`src/rtl/vlg_gray_decoder_pkg.sv`:
```
// Shared Gray-code definitions: decoder FSM state encodings and a reference gray2bin function.
// Latency: n/a (types and a pure function only).
// Backpressure: n/a.
package gray_pkg;

  typedef enum logic [1:0] {
    S_IDLE   = 2'd0,
    S_TRACK  = 2'd1,
    S_RESYNC = 2'd2
  } state_t;

  // Gray -> binary on a 32-bit word; zero-extended narrower words decode correctly
  // because the zero upper bits contribute nothing to the prefix XOR.
  function automatic logic [31:0] gray2bin(input logic [31:0] g);
    logic [31:0] b;
    b[31] = g[31];
    for (int i = 30; i >= 0; i--) begin
      b[i] = b[i+1] ^ g[i];
    end
    return b;
  endfunction

endpackage

```
`src/rtl/gray2bin_conv.sv`:
```
// Combinational Gray -> binary converter, WIDTH-parameterised prefix XOR.
// Latency: 0 clk (pure combinational).
// Backpressure: none.
module gray2bin_conv #(
  parameter int WIDTH = 4
) (
  input  logic [WIDTH-1:0] i_gray,
  output logic [WIDTH-1:0] o_bin
);

  // Each binary bit is the XOR of all Gray bits at or above its position.
  always_comb begin
    o_bin = '0;
    for (int i = 0; i < WIDTH; i++) begin
      o_bin[i] = ^(i_gray >> i);
    end
  end

endmodule

```
`src/rtl/vlg_gray_decoder.sv`:
```
// Gray-coded stream -> binary, with up/down/hold direction and multi-step jump detection.
// Latency: 2 clk from i_valid to o_valid, one sample per clock.
// Backpressure: none; i_clr and i_rst drop in-flight samples.
module vlg_gray_decoder
  import gray_pkg::*;
#(
  parameter int WIDTH     = 4,
  parameter int ERR_CNT_W = 8
) (
  input  logic                 i_clk,
  input  logic                 i_rst,
  input  logic                 i_valid,
  input  logic [WIDTH-1:0]     i_gray,
  input  logic                 i_clr,
  output logic                 o_valid,
  output logic [WIDTH-1:0]     o_bin,
  output logic                 o_up,
  output logic                 o_dn,
  output logic                 o_step_err,
  output logic [ERR_CNT_W-1:0] o_err_cnt
);

  localparam logic [WIDTH-1:0]     DELTA_UP = 1;
  localparam logic [WIDTH-1:0]     DELTA_DN = '1;
  localparam logic [ERR_CNT_W-1:0] CNT_ONE  = 1;
  localparam logic [ERR_CNT_W-1:0] CNT_MAX  = '1;

  logic             r_s1_vld;
  logic [WIDTH-1:0] r_s1_gray;
  logic [WIDTH-1:0] r_prev;
  state_t           r_state;
  state_t           w_state_nxt;
  logic [WIDTH-1:0] w_bin;
  logic [WIDTH-1:0] w_delta;
  logic             w_up;
  logic             w_dn;
  logic             w_err;

  // Stage 1: capture the raw sample; clear/reset drop it.
  always_ff @(posedge i_clk) begin
    if (i_rst) begin
      r_s1_vld  <= 1'b0;
      r_s1_gray <= '0;
    end else begin
      r_s1_vld  <= i_valid & ~i_clr;
      r_s1_gray <= i_gray;
    end
  end

  gray2bin_conv #(.WIDTH(WIDTH)) u_conv (
    .i_gray (r_s1_gray),
    .o_bin  (w_bin)
  );

  assign w_delta = w_bin - r_prev;

  // Next state and step classification; only a valid stage-1 sample advances the FSM.
  always_comb begin
    w_state_nxt = r_state;
    w_up        = 1'b0;
    w_dn        = 1'b0;
    w_err       = 1'b0;
    if (r_s1_vld) begin
      case (r_state)
        S_TRACK: begin
          if (w_delta == DELTA_UP) begin
            w_up = 1'b1;
          end else if (w_delta == DELTA_DN) begin
            w_dn = 1'b1;
          end else if (w_delta != '0) begin
            w_err = 1'b1;
          end
          w_state_nxt = w_err ? S_RESYNC : S_TRACK;
        end
        default: w_state_nxt = S_TRACK;  // S_IDLE / S_RESYNC: emit unchecked, take reference
      endcase
    end
  end

  // FSM state register; reset and clear both drop the reference.
  always_ff @(posedge i_clk) begin
    if (i_rst || i_clr) begin
      r_state <= S_IDLE;
    end else begin
      r_state <= w_state_nxt;
    end
  end

  // Stage 2: registered outputs, reference value and saturating error counter.
  always_ff @(posedge i_clk) begin
    if (i_rst) begin
      o_valid    <= 1'b0;
      o_bin      <= '0;
      o_up       <= 1'b0;
      o_dn       <= 1'b0;
      o_step_err <= 1'b0;
      o_err_cnt  <= '0;
      r_prev     <= '0;
    end else if (i_clr) begin
      // o_bin and r_prev kept: clear only forgets tracking, not the last value seen.
      o_valid    <= 1'b0;
      o_up       <= 1'b0;
      o_dn       <= 1'b0;
      o_step_err <= 1'b0;
      o_err_cnt  <= '0;
    end else begin
      o_valid    <= r_s1_vld;
      o_up       <= w_up;
      o_dn       <= w_dn;
      o_step_err <= w_err;
      if (r_s1_vld) begin
        o_bin  <= w_bin;
        r_prev <= w_bin;
      end
      if (w_err && (o_err_cnt != CNT_MAX)) begin
        o_err_cnt <= o_err_cnt + CNT_ONE;
      end
    end
  end

endmodule

```
`config.mk`:
```
export PLATFORM = sky130hd
export DESIGN_NAME = vlg_gray_decoder
export DESIGN_NICKNAME = d
export VERILOG_FILES = /design/src/rtl/vlg_gray_decoder_pkg.sv /design/src/rtl/gray2bin_conv.sv /design/src/rtl/vlg_gray_decoder.sv
export SDC_FILE = /design/constraint.sdc
export NUM_CORES = 1
export LEC_CHECK = 0
export CORE_UTILIZATION = 43
export DETAILED_ROUTE_END_ITERATION = 8
export GPL_TIMING_DRIVEN = 0
export PLACE_DENSITY = 0.73
export SETUP_SLACK_MARGIN = 0.4
export SLEW_MARGIN = 20
export SYNTH_ARGS = -nofsm -noshare
export SYNTH_HDL_FRONTEND = slang
export SYNTH_SLANG_ARGS = --single-unit
```
`constraint.sdc`:
```
create_clock -name i_clk -period 2.6 [get_ports i_clk]
set_input_delay 0.78 -clock i_clk [delete_from_list [all_inputs] [get_ports i_clk]]
set_output_delay 0.78 -clock i_clk [all_outputs]
set_load 0.005 [all_outputs]
```
Yosys cells after proc, flatten, opt, wreduce, memory -nomap -nowiden
Cells that the tools add are included.
W data, S select, Z words.
- flip-flop bits (word level): 23
- input port bits: 8
- output and inout port bits: 16
- word-level logic and storage cells: 41
- add/subtract/negate cells: 2
- equal/unequal tests: 4
- mux-type cells: 11
- bitwise gates (word level): 4
- reductions and logical operators: 11
- operator list (kind ; number):
    $reduce_xor A4 Y1 ; 4
    $mux W1 ; 9
    $add A8 B1 Y8 const B ; 1
    $ne A8 B8 Y1 const B ; 1
    $reduce_or A5 Y1 ; 1
    $eq A4 B1 Y1 const B ; 1
    $eq A4 B4 Y1 const B ; 1
    $mux W2 ; 2
    $reduce_bool A4 Y1 ; 1
    $reduce_or A4 Y1 ; 1
    $sub A4 B4 Y4 ; 1
    $not A1 Y1 ; 3
    $eq A2 B1 Y1 const B ; 1
    $reduce_and A2 Y1 ; 1
    $reduce_or A2 Y1 ; 1
    $and A1 B1 Y1 ; 1
    $logic_and A1 B1 Y1 ; 1
    $logic_or A1 B1 Y1 ; 1

Logic depth before layout (Yosys ltp)
Gate-level depths: netlist of the first run.
- word-level depth: 11
- gate-level depth with buffers: 12
- mapped depth without buffers: 11

Hierarchy
Synthesis of the first run repeated with hierarchy kept, for this count alone.
- cells, all modules: 132
- area, all modules: 1238.7 µm²
- by module, submodules not included (module ; times used ; cells an instance ; area each (µm²)):
    vlg_gray_decoder ; 1 ; 127 ; 1188.6
    gray2bin_conv ; 1 ; 5 ; 50.0

Least setup slack after synthesis of the first run
No wires, ideal clock.
- path kind: flip-flop to flip-flop
- start: reg r_s1_gray[3]
- end: reg o_err_cnt[5]
- library setup time: 70 ps
- arrival time: 2785 ps
- required time: 2530 ps
- setup slack: -255 ps
- stages on the path, launching flop included: 12
- period minus slack after synthesis: 2855 ps
- path through: dfxtp_1 -> xnor2_1 -> xnor2_1 -> xnor2_1 -> ha_1 -> inv_1 -> fa_1 -> xor2_1 -> a211o_2 -> nand4_4 -> or4_1 -> a21oi_1
- cells in the longest elaborated chain, start to end: 11
- elaborated cells on any way between the ends: 16
- classes of those cells: 1 x add/sub; 2 x eq/ne; 7 x mux; 6 x reduce/logical
- ends and longest elaborated chain (element ; line ; RTL):
    from (decl) ; vlg_gray_decoder.sv:29 ; logic [WIDTH-1:0] r_s1_gray;
    from (signal assigned) ; vlg_gray_decoder.sv:46 ; r_s1_gray <= i_gray;
    $reduce_xor A4 Y1 * ; gray2bin_conv.sv:15 ; o_bin[i] = ^(i_gray >> i);
    via u_conv.o_bin[1] ; gray2bin_conv.sv:8 ; output logic [WIDTH-1:0] o_bin
    $sub A4 B4 Y4 * ; vlg_gray_decoder.sv:55 ; assign w_delta = w_bin - r_prev;
    $reduce_bool A4 Y1 ; vlg_gray_decoder.sv:70 ; end else if (w_delta != '0) begin
    $mux W1 ; vlg_gray_decoder.sv:70 ;
    $mux W1 ; vlg_gray_decoder.sv:68 ; end else if (w_delta == DELTA_DN) begin
    $mux W1 * ; vlg_gray_decoder.sv:66 ; if (w_delta == DELTA_UP) begin
    $mux W1 * ; vlg_gray_decoder.sv:64 ; case (r_state)
    $mux W1 * ; vlg_gray_decoder.sv:63 ; if (r_s1_vld) begin
    $mux W1 * ; vlg_gray_decoder.sv:64 ;
    $mux W1 * ; vlg_gray_decoder.sv:63 ;
    $logic_and A1 B1 Y1 * ; vlg_gray_decoder.sv:115 ; if (w_err && (o_err_cnt != CNT_MAX)) begin
    to (signal assigned) ; vlg_gray_decoder.sv:116 ; o_err_cnt <= o_err_cnt + CNT_ONE;
    to (decl) ; vlg_gray_decoder.sv:20 ; output logic [ERR_CNT_W-1:0] o_err_cnt
The timed path passes the listed nets; every way through them passes the cells marked *. The select of a mux whose other input is x is not followed.
A chain may end at the register's enable or synchronous reset.

Worst setup path in the final report of the first run
Ends and elaborated chain as after synthesis.

==> results of run 1 <==
-- cell type report --
cell class | instances | area [um2] | area share, %
plain buffers | 4 | 23.77 | 1.545
clock buffers | 3 | 22.52 | 1.463
clock inverters | 1 | 5.005 | 0.3252
inverters | 5 | 18.77 | 1.220
multi-input cells | 77 | 649.4 | 42.20
flip-flops and latches | 23 | 464.2 | 30.16
well taps | 28 | 35.03 | 2.276
repair buffers | 33 | 320.3 | 20.81
-- routing by layer --
| layer | vias up | global-route usage (%) | share of wire [%] |
|---|---|---|---|
| met5 | - | 0 | 0 |
| li1 | 448 | - | - |
| met2 | 22 | 32.46 | 49 |
| met3 | 4 | 3.571 | 3.3 |
| met1 | 421 | 24.16 | 47 |
| met4 | 0 | 8.333 | 1.3 |
-- metrics by stage --
| step | worst slack [ps] | setup TNS (ps) | instances | instance area [um2] |
|---|---|---|---|---|
| 2_1_floorplan | -57.38 | -196.9 | 109 | 1067 |
| 3_3_place_gp | -195.0 | -1346 | 160 | 1333 |
| 3_5_place_dp | -267.1 | -1862 | 160 | 1333 |
| 4_1_cts | -117.5 | -523.1 | 172 | 1491 |
| 5_1_grt | -212.2 | -1509 | 174 | 1539 |
| 6_report | -90.95 | -392.7 | 174 | 1539 |
-- power by group --
part | switching [mW] | internal [mW]
combinational | 0.0675 | 0.0879
clock | 0.116 | 0.0576
sequential | 0.00591 | 0.358
total | 0.189 | 0.504
-- final timing paths --
path | from | endpoint | slack, ps | depth (start not counted)
worst min-delay path | r_state[1] | r_state[1] | 480 | 2
worst min register to register | r_state[1] | r_state[1] | 480 | 2
worst max register to register | r_s1_gray[3] | o_err_cnt[5] | -90 | 11
worst max-delay path | r_s1_gray[3] | o_err_cnt[5] | -90 | 11
-- cell usage after synthesis --
| cell | number |
|---|---|
| a21o_1 | 1 |
| or2_2 | 1 |
| dfxtp_1 | 23 |
| or3_1 | 2 |
| o31ai_1 | 2 |
| xnor2_1 | 4 |
| or4_1 | 2 |
| or4_2 | 1 |
| nand3_1 | 5 |
| nand4_4 | 2 |
| or3_2 | 1 |
| and2_1 | 1 |
| o21ai_1 | 1 |
| a211oi_1 | 2 |
| nor3_1 | 1 |
| xor2_1 | 2 |
| buf_6 | 1 |
| ha_1 | 4 |
| nand2b_1 | 1 |
| o211a_1 | 1 |
| inv_1 | 5 |
| clkbuf_1 | 2 |
| and3_1 | 2 |
| a211o_2 | 1 |
| clkbuf_2 | 1 |
| mux2i_1 | 2 |
| a21oi_1 | 7 |
| nor2_1 | 12 |
| o21ai_0 | 4 |
| nand2_1 | 5 |
| nor2b_1 | 7 |
| and3b_1 | 1 |
| fa_1 | 1 |
| or3_4 | 1 |
-- logic make-up (layout without fill, tap and decap cells) --
| kind of cell | Yosys count | count (layout) | share of synthesized area, % |
|---|---|---|---|
| flops | 23 | 23 | 44.34 |
| xor+xnor | 6 | 6 | 5.060 |
| compound gates | 19 | 19 | 11.32 |
| mux | 2 | 2 | 1.928 |
| fa+ha+maj | 5 | 5 | 6.747 |
| buf+inv | 9 | 46 | 4.096 |
| simple gates | 45 | 45 | 26.51 |
-- worst max-delay path: stages (launching register included) --
cell and delay (ps):
dfxtp_4 390, xnor2_4 150, xnor2_2 200, xnor2_2 150, ha_2 200, inv_2 40
fa_2 390, xor2_4 190, a211o_4 150, nand4_4 150, or4_1 510, a21oi_1 120
-- state kept, by name, summed over array words and instances, names as in the netlist --
name	flops
o_err_cnt	8
r_prev	4
r_s1_gray	4
r_state	2
o_dn	1
o_step_err	1
o_up	1
o_valid	1
r_s1_vld	1
-- what timing repair did --
action / in CTS / in global routing
setup buffers: 7 / 2
endpoints found under the setup margin: 13 / 13
endpoints found under the hold margin: 0 / 0
pin swaps: 14 / 7
gates resized for setup: 15 / 8
cloned: 1 / 0
==> impl_metrics.tcl, run 1 <==
set metrics [dict create \
    setup_violations 8 \
    syn_nets 122 \
    peakVddDrop_mv 0.4024 \
    max_slew_margin_pct 74.09 \
    timing.fmax_mhz 371.6 \
    rows 17 \
    ioPinCount 24 \
    fin_nets 160 \
    drcViolationCount 0 \
    die_area_mm2 0.002616 \
    yosys_warnings 0 \
    critPathKind "reg -> reg" \
    gp_congestion 0.7801 \
    ys_types 34 \
    n_antenna_cell 0 \
    fin_ws_ps -90.95 \
    final_cell_mix "clkdlybuf4s50_1 (23), dfxtp_1 (22), nor2_1 (11)" \
    clk_path_buf_depth 2 \
    start_util_pct 46.06 \
    ys_seq_elements 23 \
    synth.cell_area_mm2 0.001038 \
    numCtsBuffers 3 \
    via_count 895 \
    wirelength_um 2276 \
    status "finished with violations" \
    fin_skew_ps 6.658 \
    vias_per_cell 5.144 \
    syn_avg_cell_area_um2 9.527 \
    maxSlewViolCount 0 \
    fill_cells 193 \
    layout_min_cycle_time_ps 2691 \
    synth_area_leaders "dfxtp_1 (44%), ha_1 (4.8%), nor2_1 (4.3%)" \
    max_cap_viol_count 0 \
    power_leakage_nw 0.5529 \
    yosysSeqAreaShare_pct 44.34 \
    cts_hold_buf 0 \
    drtPass1Iterations 4 \
    cts_tree "yes" \
    worst_pin_slew_ps 388.6 \
    cts_max_level 1 \
    power.density_mw_per_mm2 450.6 \
    total_power_uw 693.4 \
    drtAntennaViolNets 0 \
    grt_pass1_vias 867 \
    crit_path_start_kind "flip-flop" \
    hold_class "reg -> reg" \
    dieWidth_um 51.15 \
    grt_use_total_pct 19.40 \
    drtIter0Drc 7 \
    drt-wirelength-per-cell_um 13.08 \
    grt_overflow 0 \
    core-area_mm2 0.002255 \
    drive_above_1_share_pct 26.71 \
    grt_pass1_wl_um 3712 \
    dp_hpwl_um 1460 \
    violations "negative setup slack" \
    path_clk_slew_ps 140 \
    die_h_um 51.15 \
    fin_crit_sh_pct 103.5 \
    antenna_found_initial 0 \
    crit_required_ps 2870 \
    rsz0062_at_grt "true" \
    area_growth_pct 48.19 \
    critPathArrivalTime_ps 2960 \
    crit_fanout 6 \
    cts_num_sinks 23 \
    hold_violations 0 \
    io_buffer_count 23 \
    synth_top_area_cell "dfxtp_1" \
    end_kind "flip-flop" \
    syn_inst 109 \
    final_util_pct 68.26 \
    synth_top_area_share_pct 44.34 \
    holdWs_ps 484.5 \
    final_common_cell "clkdlybuf4s50_1" \
    insertion_delay_ps 320 \
    grt_max_degree 14 \
    cts_root_buf "clkbuf_4" \
]
(Power assumes the default switching activity.)
==> run 2, diff against run 1 <==
MAX_ROUTING_LAYER = met4   (was not set)
==> impl_metrics.tcl, run 2 (synthesis results as in run 1) <==
set metrics [dict create \
    cts_root_buf "clkbuf_4" \
    cts_max_level 1 \
    crit_fanout 6 \
    fin_setup_tns_ps -401.2 \
    wirelength_um 2284 \
    critPathKind "reg -> reg" \
    hold_class "reg -> reg" \
    violations "negative setup slack" \
    grt_pass1_wl_um 3719 \
    cts_tree "yes" \
    vias_per_cell 5.172 \
    placed_cells 160 \
    final_util_pct 68.26 \
    layout_min_cycle_time_ps 2692 \
    grt_pass1_vias 866 \
    dieWidth_um 51.15 \
    r2r-end "o_err_cnt[5]" \
    dp_hpwl_um 1460 \
    insertion_delay_ps 320 \
    numCtsBuffers 3 \
    drive_above_1_share_pct 26.71 \
    io_buffer_count 23 \
    max_cap_viol_count 0 \
    drcViolationCount 0 \
    die_h_um 51.15 \
    critPathArrivalTime_ps 2960 \
    cts_num_sinks 23 \
    rows 17 \
    worstRegToRegCells 11 \
    path_clk_slew_ps 140 \
    end_kind "flip-flop" \
    ioPinCount 24 \
    setup_violations 8 \
    rsz0062_at_grt "true" \
    fin_nets 160 \
    grt_use_total_pct 19.92 \
    status "finished with violations" \
    largest_reg_flops 8 \
    n_antenna_cell 0 \
    crit_required_ps 2870 \
    start_util_pct 46.06 \
    drtIter0Drc 7 \
    clk_path_buf_depth 2 \
    drt-wirelength-per-cell_um 13.13 \
    antenna_found_initial 0 \
    final_common_cell "clkdlybuf4s50_1" \
    worst_pin_slew_ps 388.6 \
    fin_skew_ps 6.237 \
    layout.cells.non_filler 174 \
    drtPass1Iterations 4 \
    holdWs_ps 484.5 \
    area_growth_pct 48.19 \
    crit_path_start_kind "flip-flop" \
    power.density_mw_per_mm2 450.3 \
    min_to "r_state[1]" \
    r2r_setup_slack_ps -90 \
    grt_overflow 0 \
    gp_congestion 0.7908 \
    grt_max_degree 14 \
    peakVddDrop_mv 0.4024 \
    regMostFlops "o_err_cnt" \
    core-area_mm2 0.002255 \
    hold_violations 0 \
    maxSlewViolCount 0 \
    drtAntennaViolNets 0 \
    via_count 900 \
    max_slew_margin_pct 74.10 \
    timing.fmax_mhz 371.5 \
    die_area_mm2 0.002616 \
    fin_crit_sh_pct 103.5 \
    final_cell_mix "clkdlybuf4s50_1 (23), dfxtp_1 (22), nor2_1 (11)" \
    regToRegStartpoint "r_s1_gray[3]" \
    hold_start "r_state[1]" \
    fin_ws_ps -92.14 \
    reg_top3 "o_err_cnt x8, r_prev x4, r_s1_gray x4" \
    power_leakage_nw 0.5529 \
    hold_depth 2 \
]
[run 2: metal layers]
layer  vias up  track usage (%)  share of wire (%)
met5         -                -                  0
met4         0            8.333                1.3
met3         4            3.571                3.6
met2        25            32.46                 49
met1       423            24.16                 46
li1        448                -                  -
[run 2: critical path: stages (launching register included)]
cell	delay, ps
dfxtp_4	390
xnor2_4	150
xnor2_2	200
xnor2_2	150
ha_2	200
inv_2	40
fa_2	390
xor2_4	190
a211o_4	150
nand4_4	150
or4_1	510
a21oi_1	120
[run 2: power breakdown]
| group | internal [mW] | switching (mW) |
|---|---|---|
| combinational | 0.0879 | 0.0675 |
| sequential | 0.358 | 0.00589 |
| clock | 0.0576 | 0.116 |
| total | 0.504 | 0.189 |
[run 2: worst max path at each step]
stage / slack (ps) / from / to
2_1_floorplan: -60 / r_s1_gray[3] / o_err_cnt[5]
3_3_place_gp: -190 / r_s1_gray[3] / o_err_cnt[5]
3_5_place_dp: -270 / r_s1_gray[3] / o_err_cnt[6]
4_1_cts: -120 / r_s1_gray[3] / o_err_cnt[5]
5_1_grt: -210 / r_s1_gray[3] / o_err_cnt[5]
6_report: -90 / r_s1_gray[3] / o_err_cnt[5]
[run 2: what timing repair did]
action | in CTS | in global routing
pin swaps | 14 | 7
hold buffers | 0 | 0
buffers inserted | 7 | 2
resized for setup | 15 | 8
gates cloned | 1 | 0
setup endpoints to repair | 13 | 13
[run 2: area by class of cell]
type | count | area, um2
timing repair buffer | 33 | 320.3
buffer | 4 | 23.77
sequential | 23 | 464.2
clock buffer | 3 | 22.52
clock inverter | 1 | 5.005
inverter | 5 | 18.77
fill | 193 | 715.7
multi-input combinational | 77 | 649.4
tap | 28 | 35.03
[run 2: stage by stage]
stage / total power [mW] / setup WS, ps / cell area [um2]
floorplan: 0.4414 / -57.38 / 1067
global placement: 0.4651 / -195.0 / 1333
detailed placement: 0.4674 / -267.1 / 1333
CTS: 0.6752 / -117.5 / 1491
global route: 0.7260 / -212.2 / 1539
finish: 0.6931 / -92.14 / 1539
